===== config.mk =====
export PLATFORM = sky130hd
export DESIGN_NAME = rbm_read_scheduler
export DESIGN_NICKNAME = d
export VERILOG_FILES = /design/src/rtl/rbm_read_scheduler.sv
export SDC_FILE = /design/constraint.sdc
export NUM_CORES = 1
export LEC_CHECK = 0
export ABC_CLOCK_PERIOD_IN_PS = 10580
export CORE_MARGIN = 2
export CORE_UTILIZATION = 31
export CTS_CLUSTER_SIZE = 14
export DETAILED_ROUTE_END_ITERATION = 8
export PLACE_DENSITY = 0.55
export SYNTH_ARGS = -nofsm -noshare
export SYNTH_HDL_FRONTEND = slang
export SYNTH_SLANG_ARGS = --single-unit
export TNS_END_PERCENT = 5

===== constraint.sdc =====
create_clock -name clk -period 10.58 [get_ports clk]
set_input_delay 2.645 -clock clk [delete_from_list [all_inputs] [get_ports clk]]
set_output_delay 2.645 -clock clk [all_outputs]
set_load 0.01 [all_outputs]

===== src/rtl/rbm_read_scheduler.sv =====
// Chunking sequencer for the Avalon-MM memory reader: software programs one
// base/length transfer and this block issues it as go/done chunk commands.
module rbm_read_scheduler #(
  parameter int ADDRESS_WIDTH = 32,
  parameter int CHUNK_BYTES   = 4096
) (
  input  logic                     clk,
  input  logic                     reset,
  input  logic [1:0]               avs_s0_address,
  input  logic                     avs_s0_read,
  input  logic                     avs_s0_write,
  input  logic [ADDRESS_WIDTH-1:0] avs_s0_writedata,
  output logic [ADDRESS_WIDTH-1:0] avs_s0_readdata,
  output logic                     avs_s0_readdatavalid,
  output logic                     coe_control_fixed_location,
  output logic [ADDRESS_WIDTH-1:0] coe_control_read_base,
  output logic [ADDRESS_WIDTH-1:0] coe_control_read_length,
  output logic                     coe_control_go,
  input  logic                     coe_control_done,
  input  logic                     coe_control_early_done,
  output logic                     coe_sched_busy
);

  typedef enum logic [1:0] {IDLE, ISSUE, WAIT} state_t;

  localparam logic [ADDRESS_WIDTH-1:0] CHUNK = ADDRESS_WIDTH'(CHUNK_BYTES);

  state_t                   state_reg, state_next;
  logic [ADDRESS_WIDTH-1:0] base_reg, length_reg, cur_addr_reg, remaining_reg;
  logic [ADDRESS_WIDTH-1:0] read_base_reg, read_length_reg, readdata_reg;
  logic [15:0]              chunk_cnt_reg;
  logic                     done_reg, aborted_reg, error_reg, abort_pending_reg;
  logic                     readdatavalid_reg;

  logic                     start_cmd, abort_cmd, abort_eff;
  logic [ADDRESS_WIDTH-1:0] first_len, addr_after, rem_after, next_len;
  logic [31:0]              status_word;
  logic                     unused_early_done;

  assign unused_early_done = coe_control_early_done;

  // Abort wins over start when both bits arrive in one control write.
  assign start_cmd = avs_s0_write && (avs_s0_address == 2'd2) &&
                     avs_s0_writedata[0] && !avs_s0_writedata[1];
  assign abort_cmd = avs_s0_write && (avs_s0_address == 2'd2) && avs_s0_writedata[1];
  assign abort_eff = abort_pending_reg || abort_cmd;

  assign first_len  = (length_reg > CHUNK) ? CHUNK : length_reg;
  assign addr_after = cur_addr_reg + read_length_reg;
  assign rem_after  = remaining_reg - read_length_reg;
  assign next_len   = (rem_after > CHUNK) ? CHUNK : rem_after;

  assign status_word = {chunk_cnt_reg, 12'd0, error_reg, aborted_reg, done_reg, coe_sched_busy};

  assign avs_s0_readdata            = readdata_reg;
  assign avs_s0_readdatavalid       = readdatavalid_reg;
  assign coe_control_fixed_location = 1'b0;
  assign coe_control_read_base      = read_base_reg;
  assign coe_control_read_length    = read_length_reg;

  always_comb begin
    state_next     = state_reg;
    coe_control_go = 1'b0;
    coe_sched_busy = 1'b1;
    case (state_reg)
      IDLE: begin
        coe_sched_busy = 1'b0;
        if (start_cmd && (length_reg != '0)) state_next = ISSUE;
      end
      ISSUE: begin
        coe_control_go = 1'b1;
        state_next     = WAIT;
      end
      WAIT: begin
        if (coe_control_done) state_next = ((rem_after == '0) || abort_eff) ? IDLE : ISSUE;
      end
      default: state_next = IDLE;
    endcase
  end

  always_ff @(posedge clk or posedge reset) begin
    if (reset) begin
      state_reg         <= IDLE;
      base_reg          <= '0;
      length_reg        <= '0;
      cur_addr_reg      <= '0;
      remaining_reg     <= '0;
      read_base_reg     <= '0;
      read_length_reg   <= '0;
      readdata_reg      <= '0;
      readdatavalid_reg <= 1'b0;
      chunk_cnt_reg     <= '0;
      done_reg          <= 1'b0;
      aborted_reg       <= 1'b0;
      error_reg         <= 1'b0;
      abort_pending_reg <= 1'b0;
    end else begin
      state_reg         <= state_next;
      readdatavalid_reg <= avs_s0_read;
      // Read sees register values from before any same-cycle write.
      if (avs_s0_read) begin
        case (avs_s0_address)
          2'd0:    readdata_reg <= base_reg;
          2'd1:    readdata_reg <= length_reg;
          2'd2:    readdata_reg <= remaining_reg;
          default: readdata_reg <= ADDRESS_WIDTH'(status_word);
        endcase
      end
      if (state_reg == IDLE && avs_s0_write && avs_s0_address == 2'd0) base_reg   <= avs_s0_writedata;
      if (state_reg == IDLE && avs_s0_write && avs_s0_address == 2'd1) length_reg <= avs_s0_writedata;

      case (state_reg)
        IDLE: begin
          abort_pending_reg <= 1'b0;
          if (start_cmd) begin
            done_reg      <= 1'b0;
            aborted_reg   <= 1'b0;
            chunk_cnt_reg <= '0;
            error_reg     <= (length_reg == '0);
            if (length_reg != '0) begin
              cur_addr_reg    <= base_reg;
              remaining_reg   <= length_reg;
              read_base_reg   <= base_reg;
              read_length_reg <= first_len;
            end
          end
        end
        ISSUE: begin
          if (abort_cmd) abort_pending_reg <= 1'b1;
        end
        WAIT: begin
          if (abort_cmd) abort_pending_reg <= 1'b1;
          if (coe_control_done) begin
            cur_addr_reg  <= addr_after;
            remaining_reg <= rem_after;
            if (chunk_cnt_reg != 16'hFFFF) chunk_cnt_reg <= chunk_cnt_reg + 16'd1;
            if (rem_after == '0) begin
              done_reg          <= 1'b1;
              abort_pending_reg <= 1'b0;
            end else if (abort_eff) begin
              aborted_reg       <= 1'b1;
              abort_pending_reg <= 1'b0;
            end else begin
              read_base_reg   <= addr_after;
              read_length_reg <= next_len;
            end
          end
        end
        default: ;
      endcase
    end
  end

endmodule

==> impl_metrics.yaml, run 1 <==
status:
  outcome: "complete, no violations"
timing:
  slew_headroom: 0.229
  drv_slew: 0
  fmax_mhz: 158
  hold_viol: 0
  fin_crit_ns: 6.31
  fin_crit_sh: 0.597
  grt_setup_unrepaired: "no"
  timing.setup.tns_ns: 0
  setup-violations-final: 0
  clock_skew_ns: 0.0197
  worst_slew_pin_slew_ns: 1.15
critical_path:
  cp.depth: 11
  critPathBufInv: 3
  crit_path_end_kind: "flip-flop"
  crit_path_start_kind: "input port"
  crit_fanout: 45
  worstReg2RegEnd: "coe_control_read_base[31]"
  cpPeakStageDelay_ns: 0.93
  setup.worst_path.end: "coe_control_read_base[31]"
  timing.rr.start: "coe_control_read_length[0]"
  cp_slowest_cell: "a31oi_4"
  startpoint: "avs_s0_write"
  worstSetupPathType: "input port to flip-flop"
  crit_chain: "clkdlybuf4s50_1 > and3b_1 > nand3b_1 > or2_1 > o21ai_0 > o21ai_1 > a21o_4 > inv_1 > a31oi_4 > buf_12 > mux2_1"
  rrSetupSlack_ns: 5.43
  worstPathRequired_ns: 11.00
  worst_ep_arrival_time_ns: 6.73
  reg2regPathDepth: 13
  path_delay_family: "compound AO/OA/AOI/OAI gates"
power:
  switchingPower_mw: 2.27
  p_seq_frac: 0.312
  finalPower_mw: 5.34
  p_per_area_mw_per_mm2: 302
  p_leak_nw: 7.80
  ir_worst_vdd_v: 0.000150
  switching_share: 0.424
  p_comb_frac: 0.509
  clkPwrFrac: 0.178
  power.internal_mw: 3.07
logic_synthesis:
  postSynthCellCount: 1505
  syn-num-nets: 1615
  syn_area_mm2: 0.0149
  ys_types: 85
  async_flop_share: 1.00
  yosysWarningCount: 0
  syn_avg_cell_area_um2: 9.89
  ys_ff_latch: 247
  synth_edf_count: 0
  ys_seq_area_frac: 0.415
  synthDominantCellAreaShare: 0.415
  yosysTopAreaCell: "dfrtp_1"
  synthFlopType: "dfrtp_1"
  synthTopCellsByArea: "dfrtp_1 (42%), mux2_2 (7.0%), ha_1 (5.7%)"
detailed_routing:
  drc_errors: 0
  wirelength_um: 46000
  wl_per_cell_um: 20.6
  drt_iter0_drc: 993
  dr.pass1.iters: 5
  vias_per_cell: 5.29
  routed-via-count: 11800
  ant_nets: 0
job:
  drv_cap: 0
place:
  dpl_cell_area_mm2: 0.0168
  post-dp-hpwl_um: 34300
  port_buffers: 137
  gp_congestion: 0.830
grt:
  overflow: 0
  grt_pass1_wl_um: 70800
  grt_pass1_vias: 11500
  grt_max_degree: 131
  antenna_found_initial: 0
  groute.usage.overall: 0.184
die:
  core_mm2: 0.0475
  die_h_um: 223
  die_area_mm2: 0.0498
  io_pins: 140
  initial_core_util: 0.313
  placementRows: 80
  fp.dieW_um: 223
cts:
  holdBufCountCts: 0
  cts_resized: 0
  root_buffer: "clkbuf_16"
  clk_pin_slew_ns: 0.06
  clkSinkCount: 247
  clk_latency_ns: 0.55
  h-tree-depth: 1
  cts_max_path_buffers: 3
  post-cts-setup-buffers: 0
  cts_buffers: 27
  cts_tree: "done"
final_layout:
  utilization: 0.372
  fill_cells: 4735
  final_common_cell: "dfrtp_1"
  drive_gt1_frac: 0.117
  area_delta_synth_final_pct: 19.0
  final_area_mm2: 0.0177
  layout.nets: 1714
  most-common-layout-cells: "dfrtp_1 (247), clkdlybuf4s50_1 (134), nand2_1 (127)"
worst_hold_path:
  min_path_type: "flip-flop to flip-flop"
==> cell usage after synthesis, types with 6 or more instances <==
| master | n |
|---|---|
| a211oi_1 | 12 |
| a21o_1 | 26 |
| a21oi_1 | 109 |
| a31oi_1 | 12 |
| and2_1 | 28 |
| and3_1 | 11 |
| buf_1 | 8 |
| buf_2 | 11 |
| clkbuf_1 | 52 |
| dfrtp_1 | 247 |
| ha_1 | 68 |
| inv_1 | 93 |
| mux2_1 | 20 |
| mux2_2 | 93 |
| mux2i_1 | 74 |
| mux4_2 | 20 |
| nand2_1 | 127 |
| nand2b_1 | 7 |
| nand3_1 | 28 |
| nand4_1 | 18 |
| nor2_1 | 109 |
| nor3_1 | 19 |
| nor4_1 | 12 |
| o211ai_1 | 9 |
| o21ai_0 | 95 |
| o21ai_1 | 11 |
| o21bai_1 | 8 |
| o31ai_1 | 6 |
| or3_1 | 11 |
| xnor2_1 | 40 |
| xor2_1 | 20 |
==> routing by layer <==
metal / routed length (um) / share of wire / track usage
met5: 0 / 0 / 0
met4: 1610 / 0.035 / 0.0611
met3: 2700 / 0.059 / 0.0267
met2: 20900 / 0.45 / 0.293
met1: 20800 / 0.45 / 0.255
==> final cells by class <==
cell class	count	area (um^2)	share of cell area
Timing Repair Buffer	147	1460	0.0823
Inverter	94	360	0.0204
Clock buffer	42	802	0.0453
Tap cell	615	769	0.0435
Antenna cell	1	2.50	0.000141
Clock inverter	5	77.6	0.00438
Sequential cell	247	6180	0.349
Multi-Input combinational cell	1087	8050	0.455
==> worst min-delay path: cells and delay by family, from the launching register on <==
| family | cells | cell delay, ns |
|---|---|---|
| simple gates | 2 | 0.10 |
| flops | 1 | 0.35 |
==> through the flow <==
stage	std cells	setup WS, ns	hold WS, ns
after global placement	2190	3.76	0.469
after global routing	2237	3.99	0.523
after detailed placement	2190	3.70	0.473
after floorplan	1505	1.15	0.449
after CTS	2237	4.26	0.488
final	2238	4.27	0.486
==> cells by family after synthesis <==
logic type,count (synthesis),synth area share
other,1,0.000252
AND/OR/NAND/NOR,399,0.128
AO/OA/AOI/OAI,350,0.148
flip-flops,247,0.415
adder cells (fa/ha/maj),70,0.0599
buffers and inverters,171,0.0468
XOR/XNOR,60,0.0353
multiplexers,207,0.166
==> worst min path at each step <==
stage / end / cells past startpoint / start / slack (ns)
after global routing: coe_control_read_base[30] / 1 / coe_control_read_base[30] / 0.52
after global placement: cur_addr_reg[17] / 2 / cur_addr_reg[17] / 0.47
after CTS: cur_addr_reg[30] / 2 / cur_addr_reg[30] / 0.49
after floorplan: abort_pending_reg / 2 / abort_pending_reg / 0.45
final: cur_addr_reg[30] / 2 / cur_addr_reg[30] / 0.49
after detailed placement: cur_addr_reg[30] / 2 / cur_addr_reg[30] / 0.47
==> power by group through the flow <==
| stage | logic (mW) | clock network [mW] | registers [mW] |
|---|---|---|---|
| 4_1_cts | 2.71 | 0.973 | 1.67 |
| 5_1_grt | 2.97 | 1.01 | 1.72 |
| 3_3_place_gp | 2.66 | 0 | 1.67 |
| 3_5_place_dp | 2.70 | 0 | 1.68 |
| 2_1_floorplan | 1.85 | 0 | 1.60 |
| 6_report | 2.72 | 0.953 | 1.67 |
Power figures use the tool's default switching activity.
==> run 2, diff against run 1 <==
ABC_CLOCK_PERIOD_IN_PS = 5450   (was 10580)
PLACE_DENSITY = 0.57   (was 0.55)
clock period = 5.45 ns   (was 10.58 ns; I/O delays follow)
==> run 2 against run 1 <==
Largest power group unchanged. Clock skew up 0.0043 ns. Worst setup slack worse by 3.5 ns. Combinational power up 94%. Die area unchanged. Clock power up 79%. Cell area down 0.16%. Highest routed layer unchanged. Core utilization down 0.058 points. Wire length up 0.46%. Register-to-register slack worse by 4.6 ns. First-iteration DRC count down 1.5%. Non-clock buffer count up 7. Global-route usage up 0.25 points.
==> impl_metrics.yaml, run 2 (synthesis results as in run 1) <==
detailed_routing:
  vias_per_cell: 5.32
  drt_iter0_drc: 978
  drc_errors: 0
  wl_per_cell_um: 20.6
  ant_nets: 0
  wirelength_um: 46200
  dr.pass1.iters: 5
  routed-via-count: 11900
cts:
  root_buffer: "clkbuf_16"
  cts_max_path_buffers: 3
  clkSinkCount: 247
  cts_resized: 0
  clk_pin_slew_ns: 0.06
  cts_tree: "done"
  holdBufCountCts: 0
  post-cts-setup-buffers: 0
  cts_buffers: 27
  clk_latency_ns: 0.57
  h-tree-depth: 1
final_layout:
  layout.nets: 1721
  fill_cells: 4760
  area_delta_synth_final_pct: 18.8
  multi_input_area_mm2: 0.00804
  regArea_mm2: 0.00618
  antenna_cells: 0
  instances_no_fill: 2241
  most-common-layout-cells: "dfrtp_1 (247), clkdlybuf4s50_1 (134), nand2_1 (127)"
  drive_gt1_frac: 0.117
  final_common_cell: "dfrtp_1"
power:
  switching_share: 0.428
  switchingPower_mw: 4.38
  power.internal_mw: 5.85
  ir_worst_vdd_v: 0.000240
  clkPwrFrac: 0.167
  p_comb_frac: 0.517
  p_leak_nw: 7.79
  p_seq_frac: 0.316
  p_per_area_mw_per_mm2: 579
timing:
  worst_slew_pin_slew_ns: 1.07
  setup-violations-final: 0
  grt_setup_unrepaired: "no"
  clock_skew_ns: 0.0241
  hold_viol: 0
  fin_crit_ns: 4.64
  fin_crit_sh: 0.851
  fmax_mhz: 216
  slew_headroom: 0.284
  drv_slew: 0
  timing.setup.tns_ns: 0
job:
  drv_cap: 0
place:
  dp_cells: 2197
  port_buffers: 137
  gp_congestion: 0.878
  post-dp-hpwl_um: 34300
critical_path:
  crit_chain: "ha_1 > fa_1 > nand2b_1 > a21oi_1 > o21ai_1 > a21oi_1 > a211oi_1 > nor4_1 > and4b_1 > nand4_1 > a31oi_4 > buf_12 > mux2_1"
  path_delay_family: "compound AO/OA/AOI/OAI gates"
  crit_path_end_kind: "flip-flop"
  worstPathRequired_ns: 5.88
  worstSetupPathType: "flip-flop to flip-flop"
  cp_slowest_cell: "a21oi_1"
  crit_fanout: 52
  cp_common_cell: "a21oi_1"
  worst_ep_arrival_time_ns: 5.06
  critPathBufInv: 1
  cpPeakStageDelay_ns: 0.43
  crit_path_start_kind: "flip-flop"
status:
  outcome: "complete, no violations"
die:
  die_h_um: 223
  core_mm2: 0.0475
  placementRows: 80
  die_area_mm2: 0.0498
  initial_core_util: 0.313
  io_pins: 140
  fp.dieW_um: 223
grt:
  groute.usage.overall: 0.186
  overflow: 0
  grt_pass1_wl_um: 72100
  grt_max_degree: 135
  grt_pass1_vias: 11900
  antenna_found_initial: 0
worst_hold_path:
  min_path_type: "flip-flop to flip-flop"
-- run 2: cell count changes in the layout (fill, tap and decap cells not counted), sizes merged --
cell,previous run,this run
buf,13,20
bufinv,2,0
diode,1,0
clkbuf,42,41
clkinv,2,0
clkinvlp,1,3
-- run 2: final cells by class --
type | instances | share of cell area
tap | 615 | 0.0435
clock buffer | 41 | 0.0435
timing repair buffer | 154 | 0.0868
sequential | 247 | 0.350
clock inverter | 3 | 0.00134
inverter | 94 | 0.0202
multi-input combinational | 1087 | 0.455
-- run 2: stage by stage --
| stage | util | power, mW | setup slack, ns | hold WS [ns] | area (um^2) |
|---|---|---|---|---|---|
| floorplan | - | 6.68 | 0.842 | 0.449 | 14900 |
| global placement | 0.355 | 8.42 | 0.980 | 0.465 | 16900 |
| detailed placement | 0.355 | 8.51 | 0.932 | 0.479 | 16900 |
| CTS | 0.372 | 10.3 | 0.906 | 0.491 | 17700 |
| global route | 0.372 | 11.0 | 0.585 | 0.514 | 17700 |
| finish | 0.372 | 10.2 | 0.813 | 0.485 | 17700 |
-- run 2: worst paths after layout --
kind                                            start                    endpoint  slack (ns)  cells past startpoint
hold / removal                       cur_addr_reg[30]            cur_addr_reg[30]        0.49                      2
max in group asynchronous                       reset   coe_control_read_base[16]        3.10                      3
setup reg to reg           coe_control_read_length[0]  coe_control_read_length[7]        0.81                     13
setup / recovery           coe_control_read_length[0]  coe_control_read_length[7]        0.81                     13
min in group asynchronous                       reset          avs_s0_readdata[6]        1.24                      2
hold reg to reg                      cur_addr_reg[30]            cur_addr_reg[30]        0.49                      2
-- run 2: tightest hold or removal path: cells and delay by family, from the launching register on --
family / cells / cell delay, ns
and+or+nand+nor: 2 / 0.11
DFF: 1 / 0.34
-- run 2: power groups by stage --
| stage | clock [mW] | combinational (mW) | sequential [mW] |
|---|---|---|---|
| detailed placement | 0 | 5.26 | 3.26 |
| global route | 1.83 | 5.80 | 3.34 |
| finish | 1.71 | 5.29 | 3.23 |
| CTS | 1.76 | 5.28 | 3.24 |
| floorplan | 0 | 3.59 | 3.10 |
| global placement | 0 | 5.19 | 3.24 |
-- run 2: routing by layer --
metal  part of all wire  track usage  routed length [um]
met2               0.46        0.295               21100
met3              0.047       0.0258                2190
met4              0.029       0.0539                1360
met5                  0            0                   0
met1               0.47        0.265               21600
